<file path="src/rtl/multicycle_controller.sv">
// Multi-cycle sequencing controller for the RISC-V datapath: steps each instruction
// through FETCH/DECODE/EXECUTE/MEM/WRITEBACK and drives the datapath control strobes.
module multicycle_controller #(
    parameter int unsigned COUNT_WIDTH = 32,
    parameter logic [6:0]  OP_RTYPE    = 7'b0110011,
    parameter logic [6:0]  OP_ITYPE    = 7'b0010011,
    parameter logic [6:0]  OP_LOAD     = 7'b0000011,
    parameter logic [6:0]  OP_STORE    = 7'b0100011
) (
    input  logic                   clk,
    input  logic                   reset,
    input  logic                   run,
    input  logic [6:0]             Opcode,
    input  logic                   mem_ready,
    output logic                   pc_write,
    output logic                   ir_write,
    output logic                   MemtoReg,
    output logic                   MemWrite,
    output logic                   MemRead,
    output logic                   ALUSrc,
    output logic                   RegWrite,
    output logic [1:0]             ALUOp,
    output logic                   illegal_instr,
    output logic [2:0]             state,
    output logic [COUNT_WIDTH-1:0] instr_count
);

    typedef enum logic [2:0] {
        FETCH     = 3'd0,
        DECODE    = 3'd1,
        EXECUTE   = 3'd2,
        MEM       = 3'd3,
        WRITEBACK = 3'd4
    } state_t;

    state_t                 state_q;
    state_t                 state_d;
    logic [6:0]             op_q;
    logic [COUNT_WIDTH-1:0] count_q;
    logic                   retire;

    logic is_rtype;
    logic is_load;
    logic is_store;
    logic is_memop;
    logic op_supported;

    assign is_rtype = (op_q == OP_RTYPE);
    assign is_load  = (op_q == OP_LOAD);
    assign is_store = (op_q == OP_STORE);
    assign is_memop = is_load || is_store;

    assign op_supported = (Opcode == OP_RTYPE) || (Opcode == OP_ITYPE) ||
                          (Opcode == OP_LOAD)  || (Opcode == OP_STORE);

    always_ff @(posedge clk or posedge reset) begin
        if (reset) begin
            state_q <= FETCH;
            op_q    <= '0;
            count_q <= '0;
        end else begin
            state_q <= state_d;
            if (state_q == DECODE) begin
                op_q <= Opcode;
            end
            if (retire) begin
                count_q <= count_q + COUNT_WIDTH'(1);
            end
        end
    end

    // Strobes are forced low for the whole time reset is held, even in FETCH with run=1.
    always_comb begin
        state_d       = state_q;
        retire        = 1'b0;
        pc_write      = 1'b0;
        ir_write      = 1'b0;
        MemtoReg      = 1'b0;
        MemWrite      = 1'b0;
        MemRead       = 1'b0;
        ALUSrc        = 1'b0;
        RegWrite      = 1'b0;
        ALUOp         = 2'b00;
        illegal_instr = 1'b0;
        unique case (state_q)
            FETCH: begin
                if (run && !reset) begin
                    pc_write = 1'b1;
                    ir_write = 1'b1;
                    state_d  = DECODE;
                end
            end
            DECODE: begin
                if (op_supported) begin
                    state_d = EXECUTE;
                end else begin
                    illegal_instr = !reset;
                    state_d       = FETCH;
                end
            end
            EXECUTE: begin
                ALUSrc  = !is_rtype;
                ALUOp   = is_memop ? 2'b00 : 2'b10;
                state_d = is_memop ? MEM : WRITEBACK;
            end
            MEM: begin
                MemRead  = is_load;
                MemWrite = is_store;
                ALUSrc   = 1'b1;
                ALUOp    = 2'b00;
                if (mem_ready) begin
                    state_d = is_load ? WRITEBACK : FETCH;
                    retire  = is_store;
                end
            end
            WRITEBACK: begin
                RegWrite = 1'b1;
                MemtoReg = is_load;
                ALUSrc   = !is_rtype;
                ALUOp    = is_memop ? 2'b00 : 2'b10;
                retire   = 1'b1;
                state_d  = FETCH;
            end
            default: begin
                state_d = FETCH;
            end
        endcase
    end

    assign state       = state_q;
    assign instr_count = count_q;

    mem_strobes_exclusive: assert property (@(posedge clk) disable iff (reset)
        !(MemRead && MemWrite));
    write_strobes_exclusive: assert property (@(posedge clk) disable iff (reset)
        !(RegWrite && MemWrite));

endmodule

</file>
<file path="config.mk">
export PLATFORM = sky130hd
export DESIGN_NAME = multicycle_controller
export DESIGN_NICKNAME = d
export VERILOG_FILES = /design/src/rtl/multicycle_controller.sv
export SDC_FILE = /design/constraint.sdc
export NUM_CORES = 1
export LEC_CHECK = 0
export CAP_MARGIN = 20
export CORE_MARGIN = 1.5
export CORE_UTILIZATION = 50
export DETAILED_ROUTE_END_ITERATION = 10
export PLACE_DENSITY = 0.84
export SLEW_MARGIN = 20
export SYNTH_ARGS = -nofsm -noshare
export SYNTH_HDL_FRONTEND = slang
export SYNTH_SLANG_ARGS = --single-unit
</file>
<file path="constraint.sdc">
create_clock -name clk -period 4.1 [get_ports clk]
set_clock_uncertainty 0.05 [all_clocks]
set_input_delay 1.025 -clock clk [delete_from_list [all_inputs] [get_ports clk]]
set_output_delay 1.025 -clock clk [all_outputs]
set_load 0.02 [all_outputs]
</file>
## Yosys cells after proc, flatten, opt, wreduce, memory -nomap -nowiden

Index checks and enable logic that the tools add are counted.

- Register bits: 42
- Input bits: 11
- Word-level logic and storage cells: 46

- Eq/ne operators: 13
- Add/sub/neg operators: 1
- Reductions and logical operators: 10
- Multiplexer cells: 19

Operators with widths:

| operator | count |
|---|---|
| 32-bit by 1-bit adder with 32-bit output (second input constant) | 1 |
| 7-bit by 6-bit == test with 1-bit output (second input constant) | 4 |
| 7-bit by 2-bit == test with 1-bit output (second input constant) | 2 |
| 3-bit 2-to-1 mux | 4 |
| 3-bit one-hot mux with 4 select lines | 1 |
| 1-bit 2-to-1 mux | 9 |
| 7-bit by 5-bit == test with 1-bit output (second input constant) | 1 |
| 3-bit by 2-bit == test with 1-bit output (second input constant) | 2 |
| 2-bit 2-to-1 mux | 3 |
| 1-bit logical OR | 4 |
| 2-bit inequality test (second input constant) | 2 |
| 1-bit one-hot mux with 2 select lines | 2 |
| 3-bit by 1-bit == test with 1-bit output (second input constant) | 1 |
| 3-bit == test (second input constant) | 1 |
| 3-bit logical NOT | 1 |
| 1-bit logical NOT | 2 |
| 2-bit AND reduction | 1 |
| 2-bit OR reduction | 1 |
| 1-bit logical AND | 1 |

## Longest topological paths before layout

- Depth after elaboration: 6
- Mapped depth: 7
- Depth with buffers taken out: 5

## Least setup slack after synthesis

No wires, ideal clock.

- Kind: input to output
- From: in reset
- To: out pc_write
- Data required time: 3025 ps
- Arrival time: 2708 ps
- Setup slack: 317 ps
- Stages on the path: 4
- Cells stage by stage: inv_1 nand3_1 nor2_1 buf_4

- Cells in the longest elaborated chain, start to end: 4

RTL lines:

| what | line | source |
|---|---|---|
| from (decl) | 11 | `input logic reset,` |
| 1-bit logical NOT | 87 | `if (run && !reset) begin` |
| 1-bit logical AND | 87 |  |
| 1-bit 2-to-1 mux (2 in series) | n/a |  |
| to (decl) | 15 | `output logic pc_write,` |

No other way between the ends.

## Worst setup path in the final report

- From: in Opcode[1]
- To: out illegal_instr

- Cells in the longest elaborated chain, start to end: 6
- Elaborated cells between the ends (all ways): 9
- Those cells by class: eq/ne: 4; mux: 2; reduce/logical: 3

RTL lines:

| what | line | source |
|---|---|---|
| from (decl) | 13 | `input logic [6:0] Opcode,` |
| 7-bit by 6-bit == test with 1-bit output or 7-bit by 5-bit == test with 1-bit output (tied branches) | 53 | `assign op_supported = (Opcode == OP_RTYPE) \|\| (Opcode == OP_ITYPE) \|\|` |
| 1-bit logical OR (2 in series) | 53 |  |
| 1-bit logical OR (*) | 54 | `(Opcode == OP_LOAD) \|\| (Opcode == OP_STORE);` |
| 1-bit 2-to-1 mux (*) | 94 | `if (op_supported) begin` |
| 1-bit 2-to-1 mux (*) | 85 | `unique case (state_q)` |
| to (decl) | 23 | `output logic illegal_instr,` |

Mark *: on every way between the ends. The rest lies on a longest branch, timed or not.

==> impl_metrics.csv <==
group,metric,value,unit
power_and_ir_drop,p_comb_share,9.0,%
global_route,grt_pass1_vias,1464,
logic_synthesis,yosysSeqAreaShare,50.0,%
worst_setup_path,end_kind,"output pin",
layout,finish.utilization,68.8,%
layout,syn_to_final_growth,31.9,%
sta,holdWs,436,ps
floorplan,start_util,52.1,%
place,port_buffers,54,
route,drt_wl_total,4220,µm
global_route,antenna_found_initial,0,
power_and_ir_drop,clockPowerShare,34.5,%
route,ant_nets,0,
floorplan,ios,56,
worst_setup_path,arrival,2470,ps
min_path,hp-class,"flip-flop to flip-flop",
worst_setup_path,worstSetupPathType,"primary input to output pin",
route,drcViolationCount,0,
route,routed-via-count,1605,
route,viasPerCell,5.33,
route,first_iter_violations,106,
place,dp_hpwl,3080,µm
global_route,met1_usage,27.8,%
logic_synthesis,synth_cell_types,39,
sta,finalCritPeriodShare,86.4,%
floorplan,dieArea,4600,µm²
power_and_ir_drop,netSwitchingFraction,23.4,%
cts,h-tree-depth,2,
sta,tightest_slew,601,ps
global_route,top_usage_layer,"met2",
worst_setup_path,crit_fanout,2,
power_and_ir_drop,power,0.788,mW
layout,layout.nets,262,
outcome,status,"complete, no violations",
cts,cts_buffer_depth,2,
global_route,grt_max_degree,43,
cts,clkTransAtPathRegs,70,ps
sta,setup-violations-final,0,
power_and_ir_drop,seq_power_share,56.5,%
logic_synthesis,synth_cells,193,
logic_synthesis,synthesis.area,2100,µm²
power_and_ir_drop,power_density,284,nW/µm²
sta,tns,0,ps
worst_setup_path,cp_data_required_time,3020,ps
global_route,groute.layer.met2.usage,33.7,%
logic_synthesis,synth-edff-count,0,
global_route,grt_usage,20.7,%
sta,finalHoldViolations,0,
global_route,grt.met3_usage,3.95,%
logic_synthesis,synth_async_sr_flop_share,100,%
route,wl_per_cell,14.0,µm
logic_synthesis,synth_area_leaders,"dfrtp_1 50%, xnor2_1 7.9%, xor2_1 5.4%",
global_route,grt_pass1_wl,7030,µm
sta,fmax,282,MHz
cts,cts_buffers,5,
logic_synthesis,synth_area_leader_cell,"dfrtp_1",
sta,rsz0062_at_grt,"false",
sta,finalMaxSlewViolations,0,
cts,cts-root-buf,"clkbuf_8",
cts,cts_resized,0,
logic_synthesis,ys_ff_latch,42,
floorplan,rows,23,
power_and_ir_drop,peakVddDrop,0.244,mV
cts,cts_hold_buf,0,
layout,diodes,0,
logic_synthesis,synth_top_area_share,50.0,%
logic_synthesis,synth_warnings,0,
place,globalplace.congestion,0.745,
power_and_ir_drop,internal_power,0.603,mW
power_and_ir_drop,p_leak,1.08,nW
cts,clk_latency,290,ps
cts,cts_sinks,42,
floorplan,die_x,67.8,µm
sta,relSlewSlack,59.5,%
sta,period_minus_slack,3540,ps
floorplan,core_area,4030,µm²
logic_synthesis,synth_area_per_cell,10.9,µm²
cts,cts_tree,"built",
worst_setup_path,start_kind,"primary input",
floorplan,die_h,67.8,µm
route,dr.pass1.iters,4,
cts,cts_setup_buffers,0,
global_route,grt.overflow.total,0,
layout,layout-drive-gt1-share,11.2,%
logic_synthesis,synthFlopType,"dfrtp_1",
logic_synthesis,synth_nets,205,
job,maxCapViolations,0,
power_and_ir_drop,p_switching,0.184,mW
metal layers:
layer | wire length, µm | vias to the layer above | share of wire [%]
li1 | - | 784 | -
met1 | 1960 | 768 | 46
met2 | 1980 | 46 | 47
met3 | 209 | 7 | 4.9
met4 | 71 | 0 | 1.7
met5 | 0 | - | 0
power by group through the flow:
| stage | combinational, mW | sequential, mW | clock (mW) |
|---|---|---|---|
| final | 0.0711 | 0.445 | 0.272 |
| after global routing | 0.0790 | 0.447 | 0.295 |
| after CTS | 0.0725 | 0.445 | 0.278 |
| after floorplan | 0.0403 | 0.453 | 0 |
| after global placement | 0.0707 | 0.453 | 0 |
| after detailed placement | 0.0722 | 0.453 | 0 |
critical path, stage by stage:
cell	delay, ps
clkdlybuf4s50_1	490
nand2_1	60
nor4_1	260
nor3b_1	90
clkdlybuf4s50_1	550
per-stage QoR:
stage / cell area [µm²] / instances / setup slack (ps)
after detailed placement: 2680 / 293 / 554
final: 2770 / 301 / 557
after global routing: 2770 / 301 / 479
after floorplan: 2100 / 193 / 317
after CTS: 2770 / 301 / 553
after global placement: 2680 / 293 / 589
synth_stat cells (2+ instances only):
cell type,number
a21oi_1,6
and3_1,4
and4_1,4
buf_2,2
buf_4,3
dfrtp_1,42
inv_1,7
mux2_2,8
nand2_1,15
nand2b_1,2
nand3_1,12
nand4_1,6
nand4bb_1,2
nor2_1,11
nor3_1,11
nor3b_1,2
nor4_1,3
nor4_4,2
xnor2_1,19
xor2_1,13
layout by cell type, fill, tap and decap left out, drive strengths merged, types with 3 or more instances in the layout:
cell type      Yosys  routed
a21oi              6       6
and3               4       4
and4               4       4
buf                6       3
clkbuf             1       7
clkdlybuf4s50      0      54
dfrtp             42      42
inv                7       7
mux2               8       8
nand2             15      15
nand3             13      13
nand4              6       6
nor2              11      11
nor3              12      12
nor3b              3       3
nor4               5       5
xnor2             19      19
xor2              13      13
path summary, 6_finish.rpt:
kind	start	end	slack, ps	depth (start not counted)
max	Opcode[1]	illegal_instr	560	5
min	instr_count[24]	instr_count[24]	440	1
max reg2reg	state[2]	instr_count[14]	2030	6
min reg2reg	instr_count[24]	instr_count[24]	440	1
max in group asynchronous	reset	op_q[5]	2460	3
min in group asynchronous	reset	state[1]	1170	3
layout make-up:
cell class / count / area, µm²
multi-input cells: 137 / 976
inverters: 7 / 26.3
well taps: 50 / 62.6
flip-flops and latches: 42 / 1050
clock buffers: 7 / 86.3
repair buffers: 57 / 563
fillers: 310 / 1260
clock inverters: 1 / 5.00
cells by family after synthesis:
logic type / synth area share, %
AOI/OAI and AO/OA: 2.14
other: 0.179
buffers and inverters: 3.51
muxes: 4.76
adders and majority gates: 0.595
and+or+nand+nor: 25.4
xor gates and xnor gates: 13.3
DFF: 50.0
flip-flops by register name (all words and copies together) (netlist names):
register,cells
instr_count,32
op_q,7
state,3
(Power assumes the default switching activity.)
==> edit, RTL diff (config.mk and constraints unchanged) <==
Put one more register stage on the output `instr_count`, with the module's reset. The value now appears one clock later. The other outputs are not delayed to match.
--- a/src/rtl/multicycle_controller.sv
+++ b/src/rtl/multicycle_controller.sv
@@ -130,3 +130,9 @@
     assign state       = state_q;
-    assign instr_count = count_q;
+    always_ff @(posedge clk or posedge reset) begin
+        if (reset) begin
+            instr_count <= '0;
+        end else begin
+            instr_count <= count_q;
+        end
+    end
 
Function: changed (a bounded check fails within 10 cycles, from zero or initial values and one cycle with reset high).
==> edit against the unedited design <==
  * Final area up 35%
  * Area after synthesis rose by 40%
  * Routed wire length grew 25%
  * Total power up 85%
  * Worst setup slack worse by 0.21 ns
  * Sequential share of layout area grew 12 points
  * Via count rose by 16%
  * Sequential cell count is 32 higher
  * Critical path type unchanged
  * Largest cell class unchanged
==> edit: results (changes against the unedited design) <==
outcome: completed (unchanged)
nets@finish: 293 (was 262)
min Tclk post-route: 3.75 ns (was 3.54 ns)
power of the clock network: 593 uW (was 272 uW)
bufs w/o clock: 55 (was 57)
Post-Route WL: 5300 um (was 4220 um)
sequential cell area share: 49.4% (was 37.9%)
adder-cell share of the synthesized area: 0.427% (was 0.596%)
P_leak: 1.72 nW (was 1.08 nW)
Mapped Area: 2930 um2 (was 2100 um2)
post-synthesis xor/xnor area fraction: 9.56% (was 13.3%)
H-Tree Level Count: 3 (was 2)
Non-CTS inverters: 4 (was 7)
synth cell count leaders: dfrtp_1 (74), xnor2_1 (18), nand2_1 (14), xor2_1 (14), nand3_1 (11) (was dfrtp_1 (42), xnor2_1 (19), nand2_1 (15))
M1 GR Usage: 24.8% (was 27.8%)
Worst-Skew Late Latency: 0.36 ns (was 0.29 ns)
Detail Placement HPWL: 3620 um (was 3080 um)
final instance count without filler cells: 358 (was 301)
Syn Inst Count: 221 (was 193)
Pwr Total: 1.45 mW (was 788 uW)
final-layout non-clock buffer area share: 14.6% (was 20.3%)
Routability Congestion: 0.838 (was 0.745)
Slew @ Worst Pin: 0.776 ns (was 0.601 ns)
FF-to-FF setup slack: 2.00 ns (was 2.03 ns)
Fillers: 397 (was 310)
register area share after synthesis: 63.2% (was 50.0%)
clk tree area frac: 5.68% (was 3.30%)
DRC marker count from the first detailed-route iteration: 107 (was 106)
depth of the most critical reg-to-reg path: 5 (was 6)
WL met2: 2530 um (was 1980 um)
CP peak stage delay: 0.65 ns (was 0.55 ns)
vias in the first global route: 1,842 (was 1,464)
synth top area cells: dfrtp_1 (63%), xnor2_1 (5.4%), xor2_1 (4.2%) (was dfrtp_1 (50%), xnor2_1 (7.9%), xor2_1 (5.4%))
metal3 WL: 247 um (was 209 um)
metal1 wirelength: 2380 um (was 1960 um)
Worst Setup EP: ir_write (was illegal_instr)
largest fanout on the critical path: 12 (was 2)
Vias/cell: 5.19 (was 5.33)
[edit: changes by cell type in the layout (fill, tap and decap cells not counted), sizes merged, moves of 3 or more]
cell and delta:
dfrtp +32, nand4 +5, and3 +4, a21oi -4, inv -3, clkbuf +4, clkinvlp +4
[edit: how the worst min path moves through the flow]
stage / startpoint / end / slack [ns]
floorplan: count_q[31]$_DFFE_PP0P_ / instr_count[31]$_DFF_PP0_ / 0.32
global placement: count_q[31]$_DFFE_PP0P_ / instr_count[31]$_DFF_PP0_ / 0.34
detailed placement: count_q[31]$_DFFE_PP0P_ / instr_count[31]$_DFF_PP0_ / 0.35
CTS: count_q[31]$_DFFE_PP0P_ / instr_count[31]$_DFF_PP0_ / 0.37
global route: count_q[31]$_DFFE_PP0P_ / instr_count[31]$_DFF_PP0_ / 0.38
finish: count_q[31]$_DFFE_PP0P_ / instr_count[31]$_DFF_PP0_ / 0.37
[edit: critical path: cells and delay by family]
kind / cells / cell delay (ns)
buffers and inverters: 3 / 1.33
AND/OR/NAND/NOR: 2 / 0.31
